==> src/rtl/mtl_pkg.sv <==
// Shared timing constants and types for the 800x480 MTL panel video output stage.
package mtl_pkg;
  localparam logic [10:0] H_TOTAL = 11'd1056;
  localparam logic [10:0] H_SYNC  = 11'd30;
  localparam logic [10:0] H_ACT0  = 11'd50;
  localparam logic [10:0] H_ACT1  = 11'd849;
  localparam logic [10:0] H_NES0  = 11'd66;
  localparam logic [10:0] H_NES1  = 11'd833;
  localparam logic [9:0]  V_TOTAL = 10'd525;
  localparam logic [9:0]  V_SYNC  = 10'd3;
  localparam logic [9:0]  V_ACT0  = 10'd23;
  localparam logic [9:0]  V_ACT1  = 10'd502;
  localparam logic [9:0]  V_REQ0  = 10'd21;
  localparam logic [9:0]  V_REQ1  = 10'd499;
  localparam int          STAGES  = 3;

  typedef struct packed {
    logic [7:0] r;
    logic [7:0] g;
    logic [7:0] b;
  } rgb24_t;

  // Per-pixel control carried alongside the pixel data down the pipeline.
  typedef struct packed {
    logic       hs;
    logic       vs;
    logic       act;
    logic       nes;
    logic       dim;
    logic       req;
    logic [7:0] req_line;
  } ctl_t;

  localparam ctl_t CTL_BLANK = '{hs: 1'b1, vs: 1'b1, default: '0};
endpackage

==> src/rtl/mtl_video_out_nes_palette_rgb.sv <==
// Registered 64-entry 2C02 palette ROM: 6-bit index in, 24-bit RGB out one clock later.
module nes_palette_rgb
  import mtl_pkg::*;
(
  input  logic       clk,
  input  logic [5:0] idx,
  output rgb24_t     rgb
);
  localparam logic [23:0] PAL [64] = '{
    24'h7C7C7C, 24'h0000FC, 24'h0000BC, 24'h4428BC, 24'h940084, 24'hA80020, 24'hA81000, 24'h881400,
    24'h503000, 24'h007800, 24'h006800, 24'h005800, 24'h004058, 24'h000000, 24'h000000, 24'h000000,
    24'hBCBCBC, 24'h0078F8, 24'h0058F8, 24'h6844FC, 24'hD800CC, 24'hE40058, 24'hF83800, 24'hE45C10,
    24'hAC7C00, 24'h00B800, 24'h00A800, 24'h00A844, 24'h008888, 24'h000000, 24'h000000, 24'h000000,
    24'hF8F8F8, 24'h3CBCFC, 24'h6888FC, 24'h9878F8, 24'hF878F8, 24'hF85898, 24'hF87858, 24'hFCA044,
    24'hF8B800, 24'hB8F818, 24'h58D854, 24'h58F898, 24'h00E8D8, 24'h787878, 24'h000000, 24'h000000,
    24'hFCFCFC, 24'hA4E4FC, 24'hB8B8F8, 24'hD8B8F8, 24'hF8B8F8, 24'hF8A4C0, 24'hF0D0B0, 24'hFCE0A8,
    24'hF8D878, 24'hD8F878, 24'hB8F8B8, 24'hB8F8D8, 24'h00FCFC, 24'hF8D8F8, 24'h000000, 24'h000000
  };

  always_ff @(posedge clk) rgb <= rgb24_t'(PAL[idx]);
endmodule

==> src/rtl/mtl_video_out.sv <==
// NES-to-MTL panel video output: ping-pong line buffer, 3x/2x scaling, palette, sync.
// Optional MTL_SCANLINE_EN halves each channel on the second panel line of every NES line.
module mtl_video_out
  import mtl_pkg::*;
(
  input  logic       i_lcd_clk,
  input  logic       i_lcd_rst,
  input  logic       i_wr_en,
  input  logic [7:0] i_wr_x,
  input  logic [5:0] i_wr_idx,
  output logic       o_line_req,
  output logic [7:0] o_req_line,
  output logic       o_hsd,
  output logic       o_vsd,
  output logic [7:0] o_r,
  output logic [7:0] o_g,
  output logic [7:0] o_b
);
  logic [10:0] xcnt;
  logic [9:0]  ycnt;
  logic [1:0]  sub;
  logic [7:0]  nes_x;
  ctl_t        ctl_c, ctl_s1, ctl_s2;
  logic [STAGES-2:0] vld_pipe;
  logic [5:0]  lbuf [512];
  logic [5:0]  rd_idx;
  logic        rd_bank;
  rgb24_t      pal_rgb, pix;

  // Stage 0: raster counters plus the mod-3 column sub-counter.
  always_ff @(posedge i_lcd_clk) begin
    if (i_lcd_rst) begin
      xcnt  <= '0;
      ycnt  <= '0;
      sub   <= '0;
      nes_x <= '0;
    end else begin
      xcnt <= (xcnt == H_TOTAL - 11'd1) ? '0 : xcnt + 11'd1;
      if (xcnt == H_TOTAL - 11'd1)
        ycnt <= (ycnt == V_TOTAL - 10'd1) ? '0 : ycnt + 10'd1;
      if (xcnt == H_NES0 - 11'd1) begin
        sub   <= '0;
        nes_x <= '0;
      end else if (sub == 2'd2) begin
        sub   <= '0;
        nes_x <= nes_x + 8'd1;
      end else begin
        sub <= sub + 2'd1;
      end
    end
  end

  always_comb begin
    ctl_c          = CTL_BLANK;
    ctl_c.hs       = (xcnt >= H_SYNC);
    ctl_c.vs       = (ycnt >= V_SYNC);
    ctl_c.act      = (xcnt >= H_ACT0) && (xcnt <= H_ACT1) && (ycnt >= V_ACT0) && (ycnt <= V_ACT1);
    ctl_c.nes      = (xcnt >= H_NES0) && (xcnt <= H_NES1);
    ctl_c.req      = (xcnt == '0) && ycnt[0] && (ycnt >= V_REQ0) && (ycnt <= V_REQ1);
    ctl_c.req_line = 8'((ycnt - V_REQ0) >> 1);
`ifdef MTL_SCANLINE_EN
    ctl_c.dim      = ~ycnt[0];
`endif
  end

  // (ycnt-23) mod 4 == (ycnt+1) mod 4, so the NES line parity is ycnt[1]^ycnt[0].
  assign rd_bank = ycnt[1] ^ ycnt[0];

  // Stage 1: line buffer; writer fills the bank of the requested line.
  always_ff @(posedge i_lcd_clk) begin
    if (i_wr_en) lbuf[{o_req_line[0], i_wr_x}] <= i_wr_idx;
    rd_idx <= lbuf[{rd_bank, nes_x}];
  end

  // Stage 2: palette lookup.
  nes_palette_rgb u_pal (
    .clk (i_lcd_clk),
    .idx (rd_idx),
    .rgb (pal_rgb)
  );

  always_ff @(posedge i_lcd_clk) begin
    if (i_lcd_rst) begin
      ctl_s1   <= CTL_BLANK;
      ctl_s2   <= CTL_BLANK;
      vld_pipe <= '0;
    end else begin
      ctl_s1   <= ctl_c;
      ctl_s2   <= ctl_s1;
      vld_pipe <= {vld_pipe[STAGES-3:0], 1'b1};
    end
  end

  always_comb begin
    pix = '0;
    if (vld_pipe[STAGES-2] && ctl_s2.act && ctl_s2.nes) pix = pal_rgb;
    if (ctl_s2.dim) begin
      pix.r = {1'b0, pix.r[7:1]};
      pix.g = {1'b0, pix.g[7:1]};
      pix.b = {1'b0, pix.b[7:1]};
    end
  end

  // Stage 3: output register.
  always_ff @(posedge i_lcd_clk) begin
    if (i_lcd_rst) begin
      o_hsd      <= 1'b1;
      o_vsd      <= 1'b1;
      o_r        <= '0;
      o_g        <= '0;
      o_b        <= '0;
      o_line_req <= 1'b0;
      o_req_line <= '0;
    end else begin
      o_hsd      <= ~vld_pipe[STAGES-2] | ctl_s2.hs;
      o_vsd      <= ~vld_pipe[STAGES-2] | ctl_s2.vs;
      o_r        <= pix.r;
      o_g        <= pix.g;
      o_b        <= pix.b;
      o_line_req <= vld_pipe[STAGES-2] & ctl_s2.req;
      if (vld_pipe[STAGES-2] && ctl_s2.req) o_req_line <= ctl_s2.req_line;
    end
  end
endmodule

==> config.mk <==
export PLATFORM = sky130hd
export DESIGN_NAME = mtl_video_out
export DESIGN_NICKNAME = d
export VERILOG_FILES = /design/src/rtl/mtl_pkg.sv /design/src/rtl/mtl_video_out_nes_palette_rgb.sv /design/src/rtl/mtl_video_out.sv
export SDC_FILE = /design/constraint.sdc
export NUM_CORES = 2
export LEC_CHECK = 0
export BUFFER_PORTS_ARGS = -buffer_cell sky130_fd_sc_hd__buf_2
export CORE_MARGIN = 3
export CORE_UTILIZATION = 55
export CTS_CLUSTER_SIZE = 40
export DETAILED_ROUTE_END_ITERATION = 6
export PLACE_DENSITY = 0.82
export SYNTH_ARGS = -nofsm -noshare
export SYNTH_HDL_FRONTEND = slang
export SYNTH_SLANG_ARGS = --single-unit
==> constraint.sdc <==
create_clock -name i_lcd_clk -period 7 [get_ports i_lcd_clk]
set_input_delay 0.35 -clock i_lcd_clk [delete_from_list [all_inputs] [get_ports i_lcd_clk]]
set_output_delay 0.35 -clock i_lcd_clk [all_outputs]
set_load 0.01 [all_outputs]
Yosys cells after proc, flatten, opt, wreduce, memory -nomap -nowiden:

Memories as Yosys holds them, arrays and structs flattened. A register that Yosys moved wholly into a read port is not among the register bits.
Cells that the tools add are included.

* add/sub/neg operators: 5
* $mul: 0
* div/mod/pow operators: 0
* order comparisons: 10
* equality and inequality tests: 4
* shift-type cells: 0
* mux-type cells: 6
* bitwise operators: 6
* reductions and logical operators: 15

Operators with widths (number)
* 2-to-1 mux 24 bit: 1
* 2-to-1 mux 23 bit: 1
* less-or-equal comparator 11 x 10 -> 1 bit, second input constant: 2
* >= comparator 10 x 5 -> 1 bit, second input constant: 2
* less-or-equal comparator 10 x 9 -> 1 bit, second input constant: 2
* adder 11 x 1 -> 11 bit, second input constant: 1
* == test 11 bit, second input constant: 1
* == test 11 x 7 -> 1 bit, second input constant: 1
* >= comparator 11 x 5 -> 1 bit, second input constant: 1
* >= comparator 11 x 6 -> 1 bit, second input constant: 1
* >= comparator 11 x 7 -> 1 bit, second input constant: 1
* zero test 11 bit: 1
* adder 10 x 1 -> 10 bit, second input constant: 1
* == test 10 bit, second input constant: 1
* >= comparator 10 x 2 -> 1 bit, second input constant: 1
* logical AND 1 bit: 10
* 2-to-1 mux 10 bit: 1
* subtractor 9 x 5 -> 9 bit, second input constant: 1
* adder 8 x 1 -> 8 bit, second input constant: 1
* NOT 6 -> 7 bit: 1
* OR reduction 2 bit: 3
* 2-to-1 mux 1 bit: 3
* OR reduction 3 bit: 1
* adder 2 x 1 -> 2 bit, second input constant: 1
* 5 further kinds: 6

* register bits: 96
* latch bits: 0
* bits in writable memories: 3072
* memory bits (read-only): 1536
* input port bits: 17
* output and inout bits: 35
* memories kept: 2

Memory list
* lbuf: words 512, bits a word 6, rd ports 1, clocked after Yosys merged registers in 1, write ports 1, RTL line mtl_video_out.sv:25 `logic [5:0] lbuf [512];`
* (name not given): words 64, bits a word 24, rd ports 1, clocked after Yosys merged registers in 1, write ports 0, RTL line mtl_video_out_nes_palette_rgb.sv:20 `always_ff @(posedge clk) rgb <= rgb24_t'(PAL[idx]);`

Logic depth before layout (Yosys ltp):

* depth after elaboration: 4
* mapped depth: 14

Cells and area by module:

A second synthesis with hierarchy kept.

* cells, all modules: 6425
* area, all modules: 125729.3 um^2

Modules (own cells, without submodules)
* mtl_video_out: times used 1, cells an instance 6178, area an instance 123853.8 um^2, sequential area each 94250.4 um^2
* nes_palette_rgb: times used 1, cells an instance 247, area an instance 1875.5 um^2, sequential area each 360.3 um^2

Worst setup path after synthesis:

OpenSTA, ideal clock, no wires.

* kind: register -> register
* start: register nes_x[0]
* end: register rd_idx[0], read port of lbuf
* library setup time: 131 ps
* data arrival time: 2512 ps
* required time: 6869 ps
* slack: 4357 ps
* stages on the path, launching flop included: 12
* path buffers: 4
* period minus slack after synthesis: 2643 ps
* path through: dfxtp_1 buf_6 buf_6 buf_6 buf_2 mux4_2 a22oi_1 nand3_1 o311ai_2 o311ai_1 a221oi_2 nand3_1

RTL lines
* start: declaration: RTL line mtl_video_out.sv:22 `logic [7:0] nes_x;`
* start signal: assignment: RTL line mtl_video_out.sv:46 `nes_x <= nes_x + 8'd1;`
* end: declaration: RTL line mtl_video_out.sv:26 `logic [5:0] rd_idx;`

==> impl_results.md <==
- Status: finished with violations
- Failing checks: design-rule violations
- Synth Cell Area: approximately 130,000 µm²
- Global-route wire length before repair: 490 mm
- Setup TNS: 0 ns
- CP startpoint: nes_x[0]
- Type of the worst min-delay path: primary input to flop
- Final design utilization: 0.613
- Final Routed Wirelength: around 340 mm
- Worst Setup End Kind: flop
- Vias in the first global route: 68,726
- Drt drc: 7
- Post-synth EDFFs: roughly 3,100
- Met1 Usage GRT: 0.373
- Reg-to-reg critical path startpoint: nes_x[0]
- Slew HR: 0.0790
- I/O pin total: 52
- Post-synth ARST share: 0
- Synth cell count leaders: edfxtp_1, nor2_1, mux4_2
- WL/cell: approximately 35 µm
- Synth top area share: 0.737
- Worst Path Required: a little under 8 ns
- Cells after synthesis: about 6,500
- FF+latch count, synth: approximately 3,200
- Initial antenna violation count: 10
- Seq/Total Area, Yosys: 0.755
- Finish-stage setup viols: 0
- H-tree depth: 5
- Worst R2R Setup Slack: between 2 and 2.5 ns
- Total CTS buffers: between 300 and 400
- Lkg Pwr: between 40 and 50 nW
- Critical-path maximum fanout: 38
- Largest net degree at the start of global routing: between 150 and 200
- Min-Delay Endpoint: lbuf[40][0]
- FF-to-FF End: rd_idx[0]
- Slew @ Worst Pin: about 1.4 ns
- Final nets: approximately 6,600
- Syn. warnings: 0
- Layout cells sized above 1: 0.189
- Post-route cell area: 138,000 µm²
- PostCTS Resize Cnt: 0
- Clock root cell: clkbuf_16
- Fmax: 0.206 GHz
- Vias per cell: 7.04
- Final period util: 0.694
- Iteration-0 DRC Markers: about 12,000
- Global Route Usage Sum: 0.289
- Dpl hpwl: about 190 mm
- Top post-synthesis cells by area: edfxtp_1, mux4_2, mux2i_1
- Syn_area_per_cell: 19.3 µm²
- CP max-delay cell: a211oi_1
- Clock buffer depth: 4
- Post-route ant nets: 0
- Top delay family on crit path: compound AO/OA/AOI/OAI gates
- Grt met2 use: 0.433
- Vias post-DR: 69,215
- Top FF cell, synth: edfxtp_1
- Max-Cap Viols: 0
- Clk sinks: 3,184
- Worst path arrival time: 5.65 ns
- Unrepaired setup endpoints after global routing: no
- Peak supply drop: approximately 0.27 mV
- GPL Wtd Cong: ~0.88
- Hold_sp: i_wr_idx[0]
- TritonCTS clock tree: done
- CP bufs+invs: 1
- Critical path's largest stage delay: 0.99 ns
- Worst-path cell chain: buf_4 -> mux4_1 -> a22o_1 -> a211oi_1 -> o311ai_1 -> a221oi_2 -> nand3_1
- Gr busiest metal: met2
- Worst-path clk slew: ~0.07 ns
- Worst hold stages: 1
- Cell variety after synth: 81
- CP Launch Type: flop
- Critical path type: flop to flop
- Fin. max-slew vios: 0
- Most frequent cell after synthesis: edfxtp_1
- Port Buffer Count: 45
- Hold Vio Cnt, Final: 0
- Dominant cell type by area after synthesis: edfxtp_1
- Area post-placement: approximately 130,000 µm²
- Die height: a little under 500 µm
- DIE AREA: about 230,000 µm²
- Fin crit period: a little under 5 ns
- Clock Latency Late Sink: around 0.96 ns
- Core area: 226,000 µm²
- Clock skew: a little under 0.09 ns
- Worst Reg-to-Reg Cells: 7
- GRT overflow: 0
- First drt pass iteration count: 7
- Pwr per Cell Area: approximately 290 nW/µm²
- Die width: 483 µm
- Row Count: between 150 and 200
- GR Util met3: 0.0942
- Syn-to-layout area delta: 10.5%
- Initial core utilization: 0.555
[kinds of logic (layout without fill, tap and decap cells)]
kind of cell / count (synthesis) / after routing / share of synthesized area
adder cells (fa/ha/maj): 24 / 24 / 0.00240
AND/OR/NAND/NOR: 1047 / 1047 / 0.0357
flip-flops: 3184 / 3184 / 0.755
multiplexers: 981 / 981 / 0.140
buffers and inverters: 464 / 780 / 0.0216
XOR/XNOR: 25 / 25 / 0.00175
other: 1 / 30 / 0.0000300
AO/OA/AOI/OAI: 773 / 773 / 0.0432
[state kept, by name, summed over array words and instances, names as in the netlist, 2 cells and up]
signal,count
vld_pipe,2
sub,2
ctl_s2,13
o_req_line,8
o_g,6
o_r,6
xcnt,11
ctl_s1,13
ycnt,10
o_b,6
lbuf,3072
nes_x,8
rd_idx,6
u_pal.rgb,18
[report_power, final]
part,total [W],switching (W),internal (W)
combinational,0.00268,0.00160,0.00108
sequential,0.0210,0.0000677,0.0209
clock,0.0166,0.00711,0.00949
[repair_timing]
action,CTS,global route
setup buffers,0,0
endpoints found under the hold margin,330,0
hold buffers,5,0
[through the flow]
stage	total power (W)	setup WS [ns]	hold slack [ns]	cells
after floorplan	0.0232	4.36	0.386	6504
after global placement	0.0239	2.48	0.392	9246
after detailed placement	0.0240	2.39	0.398	9246
after CTS	0.0403	2.35	0.0105	9812
after global routing	0.0411	2.22	0.0274	9812
final	0.0403	2.14	0.0189	9836
[worst max path at each step]
stage                     end  slack (ns)  cells after the start
CTS                 rd_idx[0]        2.35                      7
global route        rd_idx[0]        2.22                      7
finish              rd_idx[0]        2.14                      7
global placement    rd_idx[0]        2.48                      7
detailed placement  rd_idx[0]        2.39                      7
floorplan           rd_idx[0]        4.36                     11
[layout by cell type, fill, tap and decap left out, types with 59 or more instances in the layout]
cell       Yosys  final
clkbuf_16      0    322
clkinv_2       0     66
edfxtp_1    3072   3072
nor2_1       609    605
buf_4         83    114
clkbuf_1     198     59
nand2_1      195    183
a22oi_1      127    127
a21oi_1      153    153
o21ai_0      103    103
mux2i_1      359    359
dfxtp_1      112    105
a221oi_1      68     68
o221ai_1      68     68
mux4_2       576    576
o22ai_1       60     60
[worst reg2reg max path, stage by stage, from the launching register on]
cell and delay (ns):
dfxtp_4 0.95, buf_4 0.61, mux4_1 0.66, a22o_1 0.21, a211oi_1 0.99, o311ai_1 0.40, a221oi_2 0.73, nand3_1 0.15
[final cells by class]
| class | instances | area (µm²) |
|---|---|---|
| Antenna cell | 24 | 60.1 |
| Clock buffer | 390 | 8390 |
| Clock inverter | 171 | 1550 |
| Fill cell | 14440 | 87200 |
| Inverter | 26 | 101 |
| Multi-Input combinational cell | 2856 | 28200 |
| Sequential cell | 3184 | 94500 |
| Tap cell | 2992 | 3740 |
| Timing Repair Buffer | 193 | 1770 |
[routing by layer]
| layer | vias to the layer above | wire (µm) |
|---|---|---|
| met5 | - | 34 |
| met4 | 6 | 22600 |
| met3 | 1340 | 51900 |
| met2 | 6574 | 156000 |
| met1 | 34614 | 109000 |
| li1 | 26681 | - |
Power figures use the tool's default switching activity.
